<file path="config.mk">
export PLATFORM = sky130hd
export DESIGN_NAME = mem_access
export DESIGN_NICKNAME = d
export VERILOG_FILES = /design/src/rtl/mem_access_pkg.sv /design/src/rtl/mem_lane_fmt.sv /design/src/rtl/mem_access.sv
export SDC_FILE = /design/constraint.sdc
export NUM_CORES = 1
export LEC_CHECK = 0
export CORE_MARGIN = 1.5
export CORE_UTILIZATION = 42
export DETAILED_ROUTE_END_ITERATION = 12
export PLACE_DENSITY = 0.84
export SLEW_MARGIN = 20
export SYNTH_ARGS = -nofsm -noshare
export SYNTH_HDL_FRONTEND = slang
export SYNTH_HIERARCHICAL = 1
export SYNTH_SLANG_ARGS = --single-unit
</file>
<file path="constraint.sdc">
create_clock -name clk -period 3.8 [get_ports clk]
set_input_delay 0.76 -clock clk [delete_from_list [all_inputs] [get_ports clk]]
set_output_delay 0.76 -clock clk [all_outputs]
set_load 0.005 [all_outputs]
</file>
<file path="src/rtl/mem_access_pkg.sv">
// Shared types and op encodings for the MEM-stage load/store unit.
// Big-endian lane rules live in mem_lane_fmt; the bus FSM lives in mem_access.
package mem_access_pkg;

    localparam int ALU_OP_W = 8;
    localparam int REG_W    = 32;
    localparam int RA_W     = 5;
    localparam int SEL_W    = 4;

    localparam logic [RA_W-1:0] NOP_REG_ADDR = '0;

    localparam logic [ALU_OP_W-1:0] EXE_LB_OP  = 8'b1110_0000;
    localparam logic [ALU_OP_W-1:0] EXE_LH_OP  = 8'b1110_0001;
    localparam logic [ALU_OP_W-1:0] EXE_LW_OP  = 8'b1110_0011;
    localparam logic [ALU_OP_W-1:0] EXE_LBU_OP = 8'b1110_0100;
    localparam logic [ALU_OP_W-1:0] EXE_LHU_OP = 8'b1110_0101;
    localparam logic [ALU_OP_W-1:0] EXE_SB_OP  = 8'b1110_1000;
    localparam logic [ALU_OP_W-1:0] EXE_SH_OP  = 8'b1110_1001;
    localparam logic [ALU_OP_W-1:0] EXE_SW_OP  = 8'b1110_1011;

    typedef enum logic [1:0] {
        MEM_IDLE = 2'b00,
        MEM_REQ  = 2'b01,
        MEM_DONE = 2'b10
    } mem_state_e;

    function automatic logic is_load_op(input logic [ALU_OP_W-1:0] op);
        return (op == EXE_LB_OP)  || (op == EXE_LBU_OP) ||
               (op == EXE_LH_OP)  || (op == EXE_LHU_OP) ||
               (op == EXE_LW_OP);
    endfunction

endpackage

</file>
<file path="src/rtl/mem_lane_fmt.sv">
// Combinational big-endian lane steering: byte enables, store replication,
// load lane extraction with sign/zero extension, and alignment check.
module mem_lane_fmt
    import mem_access_pkg::*;
(
    input  logic [ALU_OP_W-1:0] i_op,
    input  logic [1:0]          i_addr,
    input  logic [REG_W-1:0]    i_reg2,
    input  logic [REG_W-1:0]    i_rdata,
    output logic [SEL_W-1:0]    o_sel,
    output logic [REG_W-1:0]    o_wdata,
    output logic [REG_W-1:0]    o_load,
    output logic                o_is_mem,
    output logic                o_is_load,
    output logic                o_we,
    output logic                o_misalign
);

    logic [7:0]       w_byte;
    logic [15:0]      w_half;
    logic [SEL_W-1:0] w_bsel;
    logic [SEL_W-1:0] w_hsel;

    // Lane 0 (addr 00) is the most significant byte of the bus word.
    assign w_byte = i_addr[1]
                  ? (i_addr[0] ? i_rdata[7:0]   : i_rdata[15:8])
                  : (i_addr[0] ? i_rdata[23:16] : i_rdata[31:24]);
    assign w_half = i_addr[1] ? i_rdata[15:0] : i_rdata[31:16];
    assign w_bsel = 4'b1000 >> i_addr;
    assign w_hsel = i_addr[1] ? 4'b0011 : 4'b1100;

    always_comb begin
        o_sel      = '0;
        o_wdata    = i_reg2;
        o_load     = '0;
        o_is_mem   = 1'b0;
        o_we       = 1'b0;
        o_misalign = 1'b0;
        o_is_load  = is_load_op(i_op);
        unique case (i_op)
            EXE_LB_OP: begin
                o_is_mem = 1'b1;
                o_sel    = w_bsel;
                o_load   = {{24{w_byte[7]}}, w_byte};
            end
            EXE_LBU_OP: begin
                o_is_mem = 1'b1;
                o_sel    = w_bsel;
                o_load   = {24'b0, w_byte};
            end
            EXE_LH_OP: begin
                o_is_mem   = 1'b1;
                o_misalign = i_addr[0];
                o_sel      = w_hsel;
                o_load     = {{16{w_half[15]}}, w_half};
            end
            EXE_LHU_OP: begin
                o_is_mem   = 1'b1;
                o_misalign = i_addr[0];
                o_sel      = w_hsel;
                o_load     = {16'b0, w_half};
            end
            EXE_LW_OP: begin
                o_is_mem   = 1'b1;
                o_misalign = |i_addr;
                o_sel      = 4'b1111;
                o_load     = i_rdata;
            end
            EXE_SB_OP: begin
                o_is_mem = 1'b1;
                o_we     = 1'b1;
                o_sel    = w_bsel;
                o_wdata  = {4{i_reg2[7:0]}};
            end
            EXE_SH_OP: begin
                o_is_mem   = 1'b1;
                o_we       = 1'b1;
                o_misalign = i_addr[0];
                o_sel      = w_hsel;
                o_wdata    = {2{i_reg2[15:0]}};
            end
            EXE_SW_OP: begin
                o_is_mem   = 1'b1;
                o_we       = 1'b1;
                o_misalign = |i_addr;
                o_sel      = 4'b1111;
            end
            default: ;
        endcase
    end

endmodule

</file>
<file path="src/rtl/mem_access.sv">
// MEM stage: runs a req/ack bus transaction for loads and stores, stalling
// the pipeline until it completes; non-memory results pass straight through.
module mem_access
    import mem_access_pkg::*;
#(
    parameter int ACK_TIMEOUT = 16
) (
    input  logic                clk,
    input  logic                rst,
    input  logic [ALU_OP_W-1:0] aluOp_i,
    input  logic [REG_W-1:0]    mem_addr_i,
    input  logic [REG_W-1:0]    reg2_i,
    input  logic [RA_W-1:0]     wd_i,
    input  logic                wreg_i,
    input  logic [REG_W-1:0]    wdata_i,
    output logic [RA_W-1:0]     wd_o,
    output logic                wreg_o,
    output logic [REG_W-1:0]    wdata_o,
    output logic                stallreq_o,
    output logic                align_err_o,
    output logic                bus_err_o,
    output logic                bus_req_o,
    output logic                bus_we_o,
    output logic [REG_W-1:0]    bus_addr_o,
    output logic [SEL_W-1:0]    bus_sel_o,
    output logic [REG_W-1:0]    bus_wdata_o,
    input  logic [REG_W-1:0]    bus_rdata_i,
    input  logic                bus_ack_i
);

    localparam int CW = (ACK_TIMEOUT > 1) ? $clog2(ACK_TIMEOUT) : 1;

    mem_state_e       r_state;
    logic [CW-1:0]    r_cnt;
    logic [REG_W-1:0] r_result;
    logic             r_tmo;

    logic [SEL_W-1:0] w_sel;
    logic [REG_W-1:0] w_wdata;
    logic [REG_W-1:0] w_load;
    logic             w_is_mem;
    logic             w_is_load;
    logic             w_we;
    logic             w_misalign;
    logic             w_cnt_last;

    mem_lane_fmt u_fmt (
        .i_op       (aluOp_i),
        .i_addr     (mem_addr_i[1:0]),
        .i_reg2     (reg2_i),
        .i_rdata    (bus_rdata_i),
        .o_sel      (w_sel),
        .o_wdata    (w_wdata),
        .o_load     (w_load),
        .o_is_mem   (w_is_mem),
        .o_is_load  (w_is_load),
        .o_we       (w_we),
        .o_misalign (w_misalign)
    );

    assign w_cnt_last = (ACK_TIMEOUT != 0) &&
                        (32'(r_cnt) == 32'(ACK_TIMEOUT - 1));

    always_ff @(posedge clk) begin
        if (rst) begin
            r_state     <= MEM_IDLE;
            r_cnt       <= '0;
            r_result    <= '0;
            r_tmo       <= 1'b0;
            bus_req_o   <= 1'b0;
            bus_we_o    <= 1'b0;
            bus_addr_o  <= '0;
            bus_sel_o   <= '0;
            bus_wdata_o <= '0;
        end else begin
            unique case (r_state)
                MEM_IDLE: begin
                    r_tmo <= 1'b0;
                    if (w_is_mem && !w_misalign) begin
                        bus_req_o   <= 1'b1;
                        bus_we_o    <= w_we;
                        bus_addr_o  <= {mem_addr_i[31:2], 2'b00};
                        bus_sel_o   <= w_sel;
                        bus_wdata_o <= w_wdata;
                        r_cnt       <= '0;
                        r_state     <= MEM_REQ;
                    end
                end
                MEM_REQ: begin
                    // An ack in the final wait cycle still completes normally.
                    if (bus_ack_i) begin
                        r_result  <= w_load;
                        bus_req_o <= 1'b0;
                        r_state   <= MEM_DONE;
                    end else if (w_cnt_last) begin
                        r_tmo     <= 1'b1;
                        bus_req_o <= 1'b0;
                        r_state   <= MEM_DONE;
                    end else begin
                        r_cnt <= r_cnt + CW'(1);
                    end
                end
                MEM_DONE: begin
                    r_state <= MEM_IDLE;
                end
                default: begin
                    r_state <= MEM_IDLE;
                end
            endcase
        end
    end

    always_comb begin
        wd_o        = wd_i;
        wreg_o      = wreg_i;
        wdata_o     = wdata_i;
        stallreq_o  = 1'b0;
        align_err_o = 1'b0;
        bus_err_o   = 1'b0;
        if (rst) begin
            wd_o    = NOP_REG_ADDR;
            wreg_o  = 1'b0;
            wdata_o = '0;
        end else begin
            unique case (r_state)
                MEM_IDLE: begin
                    if (w_is_mem) begin
                        if (w_misalign) begin
                            align_err_o = 1'b1;
                            wreg_o      = 1'b0;
                        end else begin
                            stallreq_o = 1'b1;
                        end
                    end
                end
                MEM_REQ: begin
                    stallreq_o = 1'b1;
                end
                MEM_DONE: begin
                    if (r_tmo) begin
                        wreg_o    = 1'b0;
                        bus_err_o = 1'b1;
                    end else if (w_is_load) begin
                        wdata_o = r_result;
                    end
                end
                default: ;
            endcase
        end
    end

endmodule

</file>
* After elaboration in Yosys (flattened, before gate mapping)
Cells that the tools add are included.
** Storage, ports and cells
- Register bits after elaboration :: 107
- Bits in latches :: 0
- RAM bits :: 0
- ROM bits :: 0
- Input bits :: 145
- Output and inout port bits :: 111
- Word-level logic and storage cells :: 94
- Memories kept :: 0
** Cells by class
- Add/sub/neg operators :: 1
- $mul :: 0
- Divide/modulo/power cells :: 0
- $lt $le $gt $ge :: 0
- Equal/unequal tests :: 16
- Shifts and indexed selects :: 1
- Muxes and demuxes :: 47
- Bitwise gates (word level) :: 0
- Reduce and logical (&&, ||, !) cells :: 20
** Operator list (count)
- $pmux 32 s5 :: 1
- $mux 32 :: 4
- $eq 8x8->1 const B :: 8
- $pmux 32 s2 :: 1
- $mux 8 :: 3
- $mux 1 :: 21
- $mux 16 :: 1
- $mux 4 :: 4
- $pmux 4 s3 :: 1
- $pmux 1 s2 :: 5
- $reduce_or 3->1 :: 3
- $ne 2x2->1 const B :: 4
- $pmux 4 s2 :: 1
- $reduce_or 8->1 :: 1
- $mux 2 :: 3
- $reduce_and 2->1 :: 3
- $reduce_and 3->1 :: 2
- $mux 5 :: 1
- $add 4x1->4 const B :: 1
- $eq 4x4->1 const B :: 1
- $logic_or 1x1->1 :: 4
- $pmux 2 s2 :: 1
- $reduce_and 4->1 :: 1
- $reduce_or 2->1 :: 2
- other kinds (8) :: 8

* Longest topological paths before layout
Gate-level depths: netlist of the first run.
- Depth after elaboration :: 9
- Depth in mapped cells :: 11
- Gate-level depth less buffers :: 7

* By module
Netlist of the first run, hierarchy kept.
** Modules (own cells, without submodules)
- mem_access :: instances 1, cells each 604, area each 4379.2 um^2, sequential area each 2142.1 um^2
- mem_lane_fmt :: instances 1, cells each 161, area each 1276.2 um^2, sequential area each 0.0 um^2

* Worst setup path after synthesis of the first run
Ideal clock, no wire load.
- Path kind :: input to output
- Start :: in aluOp_i[1]
- End :: out wdata_o[0]
- Arrival :: 2.623 ns
- Required time :: 3.040 ns
- Slack :: 0.417 ns
- Stages :: 10
- Path through :: clkbuf_1 > nor2b_1 > and3_1 > clkbuf_1 > or2_2 > nor4bb_1 > clkbuf_1 > buf_2 > nand2_1 > a21oi_1
** On the way
- Word-level cells in the longest chain between the ends :: 9
- Elaborated cells on any way between the ends :: 13
- Those cells by class :: eq/ne (5); mux (4); reduce/logical (4)
** Ends and longest elaborated chain
- from (decl) :: RTL line mem_access.sv:10 : input logic [ALU_OP_W-1:0] aluOp_i,
- $eq 8x8->1 :: RTL line mem_access_pkg.sv:28 : return (op == EXE_LB_OP) || (op == EXE_LBU_OP) ||
- $logic_or 1x1->1 (2 in series) :: RTL line mem_access_pkg.sv:28
- $logic_or 1x1->1 :: RTL line mem_access_pkg.sv:29 : (op == EXE_LH_OP) || (op == EXE_LHU_OP) ||
- $logic_or 1x1->1 (*) :: RTL line mem_access_pkg.sv:29
- via w_is_load :: RTL line mem_access.sv:42 : logic w_is_load;
- $mux 32 (*) :: RTL line mem_access.sv:143 : end else if (w_is_load) begin
- $mux 32 (*) :: RTL line mem_access.sv:140 : if (r_tmo) begin
- $mux 32 (*) :: RTL line mem_access.sv:125 : unique case (r_state)
- $mux 32 (*) :: RTL line mem_access.sv:120 : if (rst) begin
- to (decl) :: RTL line mem_access.sv:18 : output logic [REG_W-1:0] wdata_o,
Mark *: on every way through the listed nets, which the timed path passes. The rest lies on a longest branch.

* Worst setup path after layout of the first run
- Start :: in aluOp_i[1]
- End :: out stallreq_o
** On the way
- Word-level cells in the longest chain between the ends :: 7
- Elaborated cells on any way between the ends :: 17
- Those cells by class :: eq/ne (8); mux (6); reduce/logical (3)
** Ends and longest elaborated chain
- $eq 8x8->1 :: RTL line mem_lane_fmt.sv:40 : unique case (i_op)
- $reduce_or 3->1 (no source line) or $reduce_or 2->1 (tied branches)
- $pmux 1 s2 (*) :: RTL line mem_lane_fmt.sv:40
- via w_misalign :: RTL line mem_access.sv:44 : logic w_misalign;
- $mux 1 (*) :: RTL line mem_access.sv:128 : if (w_misalign) begin
- $mux 1 (*) :: RTL line mem_access.sv:127 : if (w_is_mem) begin
- $pmux 1 s2 (*) :: RTL line mem_access.sv:125
- $mux 1 (*) :: RTL line mem_access.sv:120
- to (decl) :: RTL line mem_access.sv:19 : output logic stallreq_o,
Marks and branches as above.

==> results of run 1 <==
[power by group]
part	leakage, nW	internal, mW	switching (mW)
clock network	0.146	0.471	0.485
registers	0.863	1.13	0.00585
logic	2.22	0.229	0.147
[layer usage]
metal  up-vias  share of wire  routed length [µm]
met5         -              0                   0
met4         0          0.022                 410
met3        33           0.11                2014
met2       279           0.49                9155
met1      2803           0.38                7064
li1       3037              -                   -
[flip-flops by register name (all words and copies together), names as in the netlist]
register	flops
r_result	32
bus_wdata_o	32
bus_sel_o	4
r_cnt	4
bus_we_o	1
r_tmo	1
r_state	2
bus_req_o	1
bus_addr_o	30
[cells by family (layout without fill, tap and decap cells)]
group,Yosys count,after routing,share of synthesized area
other,1,2,0.0006631
multiplexers,33,33,0.07146
AO/OA/AOI/OAI,204,204,0.2133
adder cells (fa/ha/maj),1,1,0.002212
AND/OR/NAND/NOR,343,343,0.2677
flip-flops,107,107,0.3788
buffers and inverters,76,306,0.06593
[synth_stat cells, types with 4 or more instances]
cell type,count
a211oi_1,4
a21o_1,4
a21o_2,12
a21oi_1,139
a221o_1,10
a22o_1,5
buf_2,22
buf_4,12
clkbuf_1,36
dfxtp_1,107
mux2_2,16
mux2i_1,13
nand2_1,275
nand3_1,7
nor2_1,11
nor2b_1,9
nor3_1,4
nor3b_1,6
o21ai_0,18
[worst reg2reg max path, stage by stage, from the launching register on]
cell,delay (ns)
dfxtp_1,0.47
nor4b_4,0.36
buf_4,0.60
o22ai_1,0.20
nor4_1,0.28
[cell type report]
class                   count  area (µm²)
clock inverters             7       77.57
well taps                 176       220.2
inverters                   3       11.26
clock buffers               9       225.2
flip-flops and latches    107        2142
multi-input cells         583        3167
fillers                  1164        4577
repair buffers            287        2770
[cells in the final DEF, fill, tap and decap left out, drive strengths merged, types with 5 or more instances in the layout]
cell type	instances
a21oi	139
a21o	16
clkbuf	9
o21ai	18
a22o	5
dfxtp	107
dlygate4sd2	32
nor2b	9
mux2i	13
nor3	5
a221o	10
nor2	12
mux2	16
buf	35
clkdlybuf4s50	220
nor3b	6
inv	7
nand2	275
nand3	7
[repair_timing]
action                     in CTS  in global routing
setup buffers                   0                  0
resized for setup              32                  2
setup endpoints to repair      32                  2
[final timing paths]
check / startpoint / end / slack (ns) / cells past startpoint
max: aluOp_i[1] / stallreq_o / 0.11 / 11
max reg2reg: r_state[1] / r_cnt[2] / 1.81 / 4
min reg2reg: bus_wdata_o[1] / bus_wdata_o[1] / 0.46 / 2
min: bus_wdata_o[1] / bus_wdata_o[1] / 0.46 / 2
==> results by group, run 1 <==
Synthesis
  • Post-synthesis cell area: 0.005655 mm²
  • Sequential-to-total area share from yosys stat: 0.3788
  • Cells after synthesis: 765
  • Post-synth EDFFs: 0
  • Post-synth top area cell: dfxtp_1
  • Post-synth top area share: 0.3788
  • Post-Syn Area per Cell: 7.393 µm²
  • Synth area leaders: dfxtp_1 (38%), nand2_1 (18%), a21oi_1 (12%)
  • Synthesis-stage register bit count: 107
  • Top_reg_cell synth: dfxtp_1
  • Netlist cell types: 57
  • Post-synth ARST share: 0
  • Synthesis warning total: 6

Clocking
  • Root buffer cell: clkbuf_16
  • Number of hold buffers added after CTS: 0
  • Clock insertion delay at the later pin of the skew report: 0.36 ns
  • Clk pin slew, worst setup/hold paths: 0.08 ns
  • H-tree depth: 3
  • Clock buffer depth: 2
  • CTS tree: done
  • Clock sinks: 107
  • CTS Buf Count: 9

Final layout
  • Finished Layout Cells: 1172
  • NumNets Final: 1137
  • Antenna diodes: 0
  • Post-route cell area: 0.008613 mm²
  • Fraction of layout cells with a size suffix above 1: 0.09839
  • Final core occ: 0.6530
  • Area delta synth->final: 52.30%

Place
  • Detail Placement HPWL: 13360 µm
  • Pre-CTS setup slack: -0.05733 ns
  • Placed cell count: 1156
  • Port bufs: 253
  • DP Area: 0.008343 mm²
  • Placer congestion estimate: 0.9105

Power and ir drop
  • Peak supply drop: 0.2229 mV
  • Pwr Total: 2.468 mW
  • Pwr per Cell Area: 286.5 mW/mm²
  • Pleak: 3.229 nW

Worst setup path
  • CP cell instances: clkdlybuf4s50_1, buf_4, buf_4, a21oi_1, nor2_1, a21oi_1, nor2_2, nor4b_4, nor2_1, nor3_2, clkdlybuf4s50_1
  • CP max FO: 4
  • Critical path's top delay family: buffers and inverters
  • Buffers & Inverters on Critical Path: 4
  • Crit path arrival time: 2.93 ns
  • Max incr delay on CP: 0.56 ns
  • CP Class: in -> out
  • Worst setup EP type: output port
  • Critical Path Source Type: input pin
  • CP max stage cell: clkdlybuf4s50_1
  • Critical path data required time: 3.04 ns

Routing
  • Remaining antenna violation count: 0
  • Vias: 6152
  • Via/cell ratio: 5.249
  • Pre-antenna DRT Iters: 5
  • Final WL: 18650 µm
  • Initial drt markers: 376
  • Number of remaining DRC errors: 0
  • Average wire per standard cell: 15.91 µm

Status
  • Outcome: complete, no violations

Timing
  • Final Hold Viols: 0
  • Smallest hold slack: 0.4553 ns
  • Setup violators final: 0
  • Maximum clock frequency: 270.7 MHz
  • Setup TNS: 0 ns
  • Fin crit share: 0.9723
  • Max_slew headroom: 0.5295
  • Slew Viols, Final: 0
  • Pin slew with the least headroom to its limit: 0.7058 ns
  • Clock Skew: 0.009815 ns
  • Final setup margin: 0.1053 ns
  • RSZ-0062 raised after global routing: yes
  • Minimum clock period: 3.695 ns

GRT
  • Most Crowded Layer GR: met2
  • GR Util met3: 0.09579
  • Initial antenna violation count: 0
  • Total track usage: 0.2602
  • M2 GR Usage: 0.4762
  • First-pass GRT wire length: 29500 µm
  • Vias in the first global route: 6117
  • Grt ovf: 0
  • Global Route met1 Usage: 0.2746
  • Largest net degree at the start of global routing: 71

Floorplanning
  • Initial core utilization: 0.4288
  • Top-Level Pins: 256
  • FP Rows: 42
  • Core Area: 0.01319 mm²
  • Die area: 0.01417 mm²
  • Chip Width: 119.0 µm
  • Die Span Y: 119.0 µm

Run
  • Max Cap Viol: 0

Worst hold path
  • Min-Delay Path Class: reg -> reg
No activity file was read; power rests on OpenSTA's default activity.
==> inputs of run 2 (changes only) <==
Settings changed: CORE_AREA from default to 2 2 100 102, CORE_MARGIN 1.5 to default, CORE_UTILIZATION 42 to default, DIE_AREA from default to 0 0 102 104, DONT_BUFFER_PORTS from default to 1, PLACE_DENSITY 0.84 to 0.78.
==> results by group, run 2 (synthesis gave the netlist of run 1 again) <==
Final layout
  • Layout fillers: 894
  • Most frequent cells in the layout: nand2_1 (275), a21oi_1 (139), dfxtp_1 (107), o21ai_0 (18), mux2_2 (16)
  • NumNets Final: 860
  • Area delta synth->final: 2.168%
  • Commonest non-fill, non-tap cell in the layout: nand2_1
  • Final core occ: 0.6051
  • Biggest regs: bus_wdata_o: 32 flops, r_result: 32 flops, bus_addr_o: 30 flops
  • Fraction of layout cells with a size suffix above 1: 0.1001
  • Antenna diodes: 0

Clocking
  • CTS Buf Count: 9
  • Clock buffer depth: 2
  • Root buffer cell: clkbuf_8
  • Clock insertion delay at the later pin of the skew report: 0.37 ns
  • Clk pin slew, worst setup/hold paths: 0.11 ns
  • Resized Gates After CTS: 0
  • Number of hold buffers added after CTS: 0
  • H-tree depth: 3
  • Clock sinks: 107
  • Post-CTS setup buffers: 0
  • CTS tree: done

Worst setup path
  • CP startpoint: aluOp_i[4]
  • Critical path data required time: 3.04 ns
  • Critical R2R Launch: r_state[1]
  • CP Class: in -> out
  • Crit path arrival time: 2.39 ns
  • Worst setup EP type: output port
  • Critical Path Source Type: input pin
  • CP max FO: 32
  • R2R Setup Slk: 1.63 ns

Timing
  • Final Hold Viols: 0
  • Final setup margin: 0.6511 ns
  • Pin slew with the least headroom to its limit: 0.9015 ns
  • Maximum clock frequency: 317.6 MHz
  • Smallest hold slack: 0.4574 ns
  • Setup TNS: 0 ns
  • Clock Skew: 0.008212 ns
  • Slew Viols, Final: 0
  • Fin crit share: 0.8287
  • Setup violators final: 0
  • Max_slew headroom: 0.3940
  • RSZ-0062 raised after global routing: no
  • Minimum clock period: 3.149 ns

Routing
  • Initial drt markers: 247
  • Vias: 5112
  • Average wire per standard cell: 17.98 µm
  • Final WL: 15320 µm
  • Pre-antenna DRT Iters: 4
  • Number of remaining DRC errors: 0
  • Remaining antenna violation count: 0
  • Via/cell ratio: 6.000

Power and ir drop
  • Pwr per Cell Area: 345.2 mW/mm²
  • Sequential fraction of design power: 0.571
  • Internal: 1.508 mW
  • Combinational share of power: 0.056
  • Clock Power Share: 0.372
  • Peak supply drop: 0.2150 mV
  • Pleak: 2.016 nW
  • Switching power: 486.8 µW
  • Net Sw Frac: 0.2440

GRT
  • Largest net degree at the start of global routing: 149
  • Initial antenna violation count: 0
  • Grt ovf: 0
  • Total track usage: 0.2746
  • Vias in the first global route: 4798
  • First-pass GRT wire length: 23270 µm

Place
  • Pre-CTS setup slack: 0.6658 ns
  • Placer congestion estimate: 0.9000
  • Detail Placement HPWL: 11030 µm
  • Port bufs: 0

Floorplanning
  • Core Area: 0.009549 mm²
  • Die area: 0.01061 mm²
  • Top-Level Pins: 256
  • Chip Width: 102 µm
  • Die Span Y: 104 µm
  • FP Rows: 36
  • Initial core utilization: 0.5922

Status
  • Outcome: complete, no violations

Worst hold path
  • Min-Delay Path Class: in -> reg
  • Hold Crit Start: rst

Run
  • Max Cap Viol: 0
-- run 2: final timing paths --
check / to / cells after the start
setup reg to reg: r_cnt[3] / 4
setup / recovery: wdata_o[23] / 8
hold / removal: bus_addr_o[23] / 1
hold reg to reg: r_result[13] / 2
-- run 2: area by class of cell --
cell class | count | area [µm²] | area share
Inverter | 3 | 11.26 | 0.001949
Timing Repair Buffer | 10 | 82.58 | 0.01429
Sequential cell | 107 | 2142 | 0.3707
Multi-Input combinational cell | 583 | 3161 | 0.5470
Clock buffer | 9 | 123.9 | 0.02144
Tap cell | 133 | 166.4 | 0.02880
Clock inverter | 7 | 91.34 | 0.01581
-- run 2: worst max-delay path, stage by stage --
cell      delay, ns
nand4b_1       0.21
nor3_1         0.19
buf_4          0.19
or2_2          0.13
nor4bb_4       0.26
buf_4          0.34
nand2_1        0.11
a21oi_1        0.18
-- run 2: per-layer routing --
| layer | global-route usage | vias up | wire, µm |
|---|---|---|---|
| met5 | 0 | - | 0 |
| met1 | 0.2992 | 2359 | 5624 |
| met3 | 0.09543 | 43 | 1586 |
| li1 | - | 2474 | - |
| met4 | 0.1429 | 0 | 568 |
| met2 | 0.4629 | 236 | 7538 |
-- run 2: power by group through the flow --
| stage | combinational, mW | clock, mW | sequential, mW |
|---|---|---|---|
| 3_3_place_gp | 0.109 | 0 | 1.17 |
| 4_1_cts | 0.112 | 0.760 | 1.14 |
| 2_1_floorplan | 0.137 | 0 | 1.16 |
| 3_5_place_dp | 0.112 | 0 | 1.17 |
| 6_report | 0.113 | 0.742 | 1.14 |
| 5_1_grt | 0.126 | 0.808 | 1.14 |
-- run 2: stage by stage --
stage	cells	instance area [µm²]	power (mW)
after floorplan	766	5659	1.299
after global placement	835	5547	1.275
after detailed placement	836	5562	1.278
after CTS	852	5777	2.012
after global routing	852	5778	2.076
final	852	5778	1.995
==> RTL change 1: new RTL, flow settings as in run 1 <==
`ALU_OP_W`: 8 -> 9.
--- a/src/rtl/mem_access_pkg.sv
+++ b/src/rtl/mem_access_pkg.sv
@@ -4,3 +4,3 @@
 
-    localparam int ALU_OP_W = 8;
+    localparam int ALU_OP_W = 9;
     localparam int REG_W    = 32;
Ports: changed (resized aluOp_i); port bits go from 256 to 257. No check against the original RTL was run, so the function may have changed too.
==> RTL change 1 against run 1 <==
- die area increased by 0.84%
- synthesized cell count up 1.2%
- worst setup slack improved by 0.021 ns
- register-to-register slack lost 0.03 ns
- critical path depth did not move
- sequential cell count unchanged
- wire length grew 1.7%
- final area increased by 1.4%
- power rose by 4.9%
- area after synthesis increased by 0.86%
- core utilization rose by 0.68 points
- largest cell class unchanged
==> RTL change 1: results (changes against run 1) <==
Routing
  – Via count of the routed design: 6282 (+2.1%)
  – Length of routed met3 wiring: 2010 um (about the same)
  – Iteration-0 DRC count of the detailed router: 459 (+22%)
  – 1st-pass router iterations: 6 (+1)
  – Detailed-routing wirelength on met1: 7430 um (+5.2%)
  – Met2 Routed Length: 8740 um (-4.6%)

Final layout
  – Fraction of layout instances using a drive strength above 1: 8.28% (-1.6 points)
  – Number of non-clock buffers: 288 (+0.35%)
  – Final-layout clock buffer total: 11 (+2)
  – Inverter count of the layout excluding clock inverters: 2 (-1)
  – Post-layout nets: 1145 (+0.70%)
  – Non-Clock Buffer Area Fraction: 32.3% (+0.17 points)
  – Clock buf/inv share: 4.02% (+0.51 points)

Pwr
  – Largest voltage drop on the vdd net: 0.279 mV (+25%)
  – Sw Share: 22.3% (-3.5 points)
  – Cell Int Power: 2.01 mW (+9.9%)

Global routing
  – Combined global-route utilization of all metal layers: 25.8% (-0.21 points)
  – Global Route met3 Usage: 9.51% (-0.073 points)
  – Global routing met2 resource utilization: 42.7% (-4.9 points)
  – Met1 Usage GRT: 29.4% (+2.0 points)

STA
  – Worst-case headroom to the max-slew limit: 24.6% (-28 points)

Outcome
  – Run status: finished clean

Placed design
  – Port-buffer cells: 254 (+0.40%)
  – Gpl congestion: 0.882 (-3.1%)
  – Post-detail-place hpwl: 13400 um (+0.50%)
  – Worst setup slack before clock tree synthesis: -0.193 ns (-0.136 ns)
  – Area of placed instances: 8330 um2 (-0.12%)

Logic synthesis
  – Distinct cell type count after synthesis: 52 (-8.8%)
  – Top post-synthesis cells by area: sky130_fd_sc_hd__dfxtp_1 (38%), sky130_fd_sc_hd__nand2_1 (18%), sky130_fd_sc_hd__a21oi_1 (13%)

Worst setup path
  – Max stage delay on crit path: 0.39 ns (-0.17 ns)
  – CP arrival: 2.91 ns (-0.02 ns)
  – Top cell family by delay on the critical path: simple AND/OR/NAND/NOR gates
-- RTL change 1: changes by cell type after synthesis, moves of 8 or more --
cell and change:
sky130_fd_sc_hd__mux2_4 +8, sky130_fd_sc_hd__a21o_2 -12, sky130_fd_sc_hd__mux2_2 -11, sky130_fd_sc_hd__nor2_1 +8, sky130_fd_sc_hd__a21o_1 +12, sky130_fd_sc_hd__o21ai_0 -8
-- RTL change 1: stage by stage --
step	TNS, ns	instances
2_1_floorplan	0	775
3_5_place_dp	-5.22	1160
6_report	0	1179
5_1_grt	-0.00741	1179
3_3_place_gp	-3.96	1160
4_1_cts	0	1176
-- RTL change 1: worst paths after layout --
check                              from                         end  slack (ns)  depth (start not counted)
max                          aluOp_i[4]                  wdata_o[8]        0.13                         11
min          bus_addr_o[7]$_SDFFE_PP0P_  bus_addr_o[7]$_SDFFE_PP0P_        0.45                          2
max reg2reg     r_state[1]$_SDFFE_PP0P_       r_cnt[2]$_SDFFE_PP0P_        1.78                          5
min reg2reg  bus_addr_o[7]$_SDFFE_PP0P_  bus_addr_o[7]$_SDFFE_PP0P_        0.45                          2
-- RTL change 1: worst min-delay path, stage by stage (launching register included) --
cell	delay [ns]
sky130_fd_sc_hd__dfxtp_1	0.31
sky130_fd_sc_hd__nand2_1	0.05
sky130_fd_sc_hd__a21oi_1	0.05
-- RTL change 1: repair_timing --
item	CTS	global route
setup buffers	0	1
cloned	0	2
setup endpoints to repair	35	33
pin swaps	1	5
gates resized for setup	36	10
hold buffers	0	0
-- RTL change 1: cells by family after synthesis --
family                     Yosys count  synth area share [%]
AOI/OAI and AO/OA                  201                  20.2
buffers and inverters               78                  7.28
adders and majority gates            1                 0.219
DFF                                107                  37.6
muxes                               34                  7.55
and+or+nand+nor                    352                  27.1
other                                1                0.0657
==> RTL change 2: new RTL, config.mk and constraints of run 1 <==
Without the edit above. The 3 states of `mem_state_e` get a one-hot encoding in 3 bits.
--- a/src/rtl/mem_access_pkg.sv
+++ b/src/rtl/mem_access_pkg.sv
@@ -20,6 +20,6 @@
 
-    typedef enum logic [1:0] {
-        MEM_IDLE = 2'b00,
-        MEM_REQ  = 2'b01,
-        MEM_DONE = 2'b10
+    typedef enum logic [2:0] {
+        MEM_IDLE = 3'b001,
+        MEM_REQ  = 3'b010,
+        MEM_DONE = 3'b100
     } mem_state_e;
Formal check against the unedited RTL: no difference found for any inputs over 4 cycles, from zero or initial values and one cycle with rst high; so few cycles prove little.
==> RTL change 2 against run 1 <==
- wire length decreased by 1.2%
- sequential cell count increased by 1
- area after synthesis up 0.84%
- via count shrank 1.3%
- die area up 0.82%
- cell count down 0.34%
- final area increased by 0.12%
- synthesized cell count is 0.13% lower
- worst setup slack lost 0.039 ns
- power is 1.1% lower
- count of clock-buffer cells in the layout up 2
==> RTL change 2: results (changes against run 1) <==
Hold path
  – Cells on Worst Hold Path: 2 (unchanged)
  – Worst Hold Endpoint: bus_wdata_o[13]$_SDFFE_PP0P_
  – Hold wc startpoint: bus_wdata_o[13]$_SDFFE_PP0P_

Placed design
  – Worst setup slack before clock tree synthesis: -0.0288 ns (+0.0285 ns)
  – Port-buffer cells: 253 (unchanged)
  – Post-detail-place hpwl: 13300 um (-0.54%)
  – Gpl congestion: 0.900 (-1.1%)
  – Area of placed instances: 8250 um2 (-1.1%)

Worst setup path
  – Launch point of the worst reg-to-reg path: r_state[1]$_SDFFE_PP0P_
  – CP arrival: 2.97 ns (+0.04 ns)
  – CP max FO: 16 (+12)
  – Endpoint of the lowest-slack register-to-register path: r_result[7]$_SDFFE_PP0P_
  – Capturing element of the worst setup path: wdata_o[18]
  – Crit. Startpoint: aluOp_i[4]
  – Number of cell instances on the worst register-to-register path: 4 (unchanged)
  – Max stage delay on crit path: 0.52 ns (-0.04 ns)
  – Slack of the worst reg-to-reg path: 1.58 ns (-0.23 ns)

CTS
  – Clock slew seen by the registers of the worst setup and hold paths: 0.07 ns
  – Max clock buf depth: 2 (unchanged)
  – Post-CTS setup repair buffer count: 0 (unchanged)
  – Clock latency on the worst-skew pair: 0.35 ns
  – Number of CTS-inserted buffers: 9 (unchanged)
  – Cells resized by post-CTS repair: 2 (-94%)

Routing
  – Vias per std cell: 5.20 (-0.93%)
  – Iteration-0 DRC count of the detailed router: 482 (+28%)
  – 1st-pass router iterations: 6 (+1)
  – Average wire length per cell after detail routing: 15.8 um (-0.90%)

Global routing
  – Combined global-route utilization of all metal layers: 24.9% (-1.2 points)
  – Pin count of the biggest net entering global routing: 73 (+2.8%)
  – Wire length of the first global-routing pass: 28400 um (-3.9%)
  – Number of global-route vias before repair: 5675 (-7.2%)

Final layout
  – Post-layout nets: 1134 (-0.26%)
  – Final antenna diode count: 0 (unchanged)
  – Regs by FF count: bus_wdata_o: 32 flops, r_result: 32 flops, bus_addr_o: 30 flops
  – Fraction of layout instances using a drive strength above 1: 9.38% (-0.46 points)
  – Filler cells: 1151 (-1.1%)

Pwr
  – Largest voltage drop on the vdd net: 0.382 mV (+71%)
  – Cell Int Power: 1.86 mW (+1.5%)
  – Leak pwr: 3.28 nW (+1.6%)

Outcome
  – Run status: finished clean

Logic synthesis
  – Top cells by count, synth: sky130_fd_sc_hd__nand2_1 (278), sky130_fd_sc_hd__a21oi_1 (139), sky130_fd_sc_hd__dfxtp_1 (108)
  – Most used flip-flop cell after synthesis: sky130_fd_sc_hd__dfxtp_1
  – Share of synthesized area occupied by flip-flops and latches: 37.9% (about the same)
  – Top post-synthesis cells by area: sky130_fd_sc_hd__dfxtp_1 (38%), sky130_fd_sc_hd__nand2_1 (18%), sky130_fd_sc_hd__a21oi_1 (12%)
  – Distinct cell type count after synthesis: 47 (-18%)

STA
  – Setup skew after layout: 0.00681 ns (-0.00300 ns)
  – Maximum frequency from static timing analysis: 0.268 GHz (-1.0%)
  – Actual transition at the worst max-transition pin: 1.09 ns (+0.385 ns)
RTL change 2: critical path, delay by kind of cell:
family	cells	cell delay, ns
buf+inv	3	1.16
compound gates	1	0.14
simple gates	5	0.89
RTL change 2: stage by stage:
step | TNS, ns | util (%) | std cells | hold slack, ns
final | 0 | 65.1 | 1168 | 0.454
after global routing | 0 | 65.1 | 1168 | 0.470
after CTS | 0 | 64.5 | 1165 | 0.456
after detailed placement | -0.0357 | 62.3 | 1150 | 0.447
after global placement | 0 | 62.3 | 1150 | 0.441
after floorplan | 0 | - | 765 | 0.437
RTL change 2: kinds of logic after synthesis:
| group | count (synthesis) | share of synthesized area [%] |
|---|---|---|
| multiplexers | 33 | 7.09 |
| AND/OR/NAND/NOR | 347 | 26.3 |
| other | 1 | 0.0658 |
| buffers and inverters | 74 | 7.88 |
| AO/OA/AOI/OAI | 200 | 20.5 |
| adder cells (fa/ha/maj) | 1 | 0.219 |
| flip-flops | 108 | 37.9 |
RTL change 2: layout make-up:
class | count | share of cell area [%]
inverters | 3 | 0.131
clock inverters | 4 | 0.392
repair buffers | 283 | 32.7
multi-input cells | 583 | 36.2
well taps | 176 | 2.55
clock buffers | 11 | 2.93
flip-flops and latches | 108 | 25.1
RTL change 2: power by group through the flow:
stage                     clock network [mW]  registers (mW)  logic (mW)
after CTS                              0.941            1.15       0.379
after global routing                   0.983            1.15       0.407
after detailed placement                   0            1.17       0.377
after global placement                     0            1.17       0.374
after floorplan                            0            1.17       0.135
final                                  0.916            1.15       0.379
RTL change 2: routing by layer:
metal / vias up / wire length, um / GRT usage, %
met5: - / 0 / 0
met3: 31 / 1920 / 10.6
met2: 257 / 8960 / 42.9
met1: 2771 / 7140 / 28.3
li1: 3015 / - / -
met4: 0 / 391 / 6.40
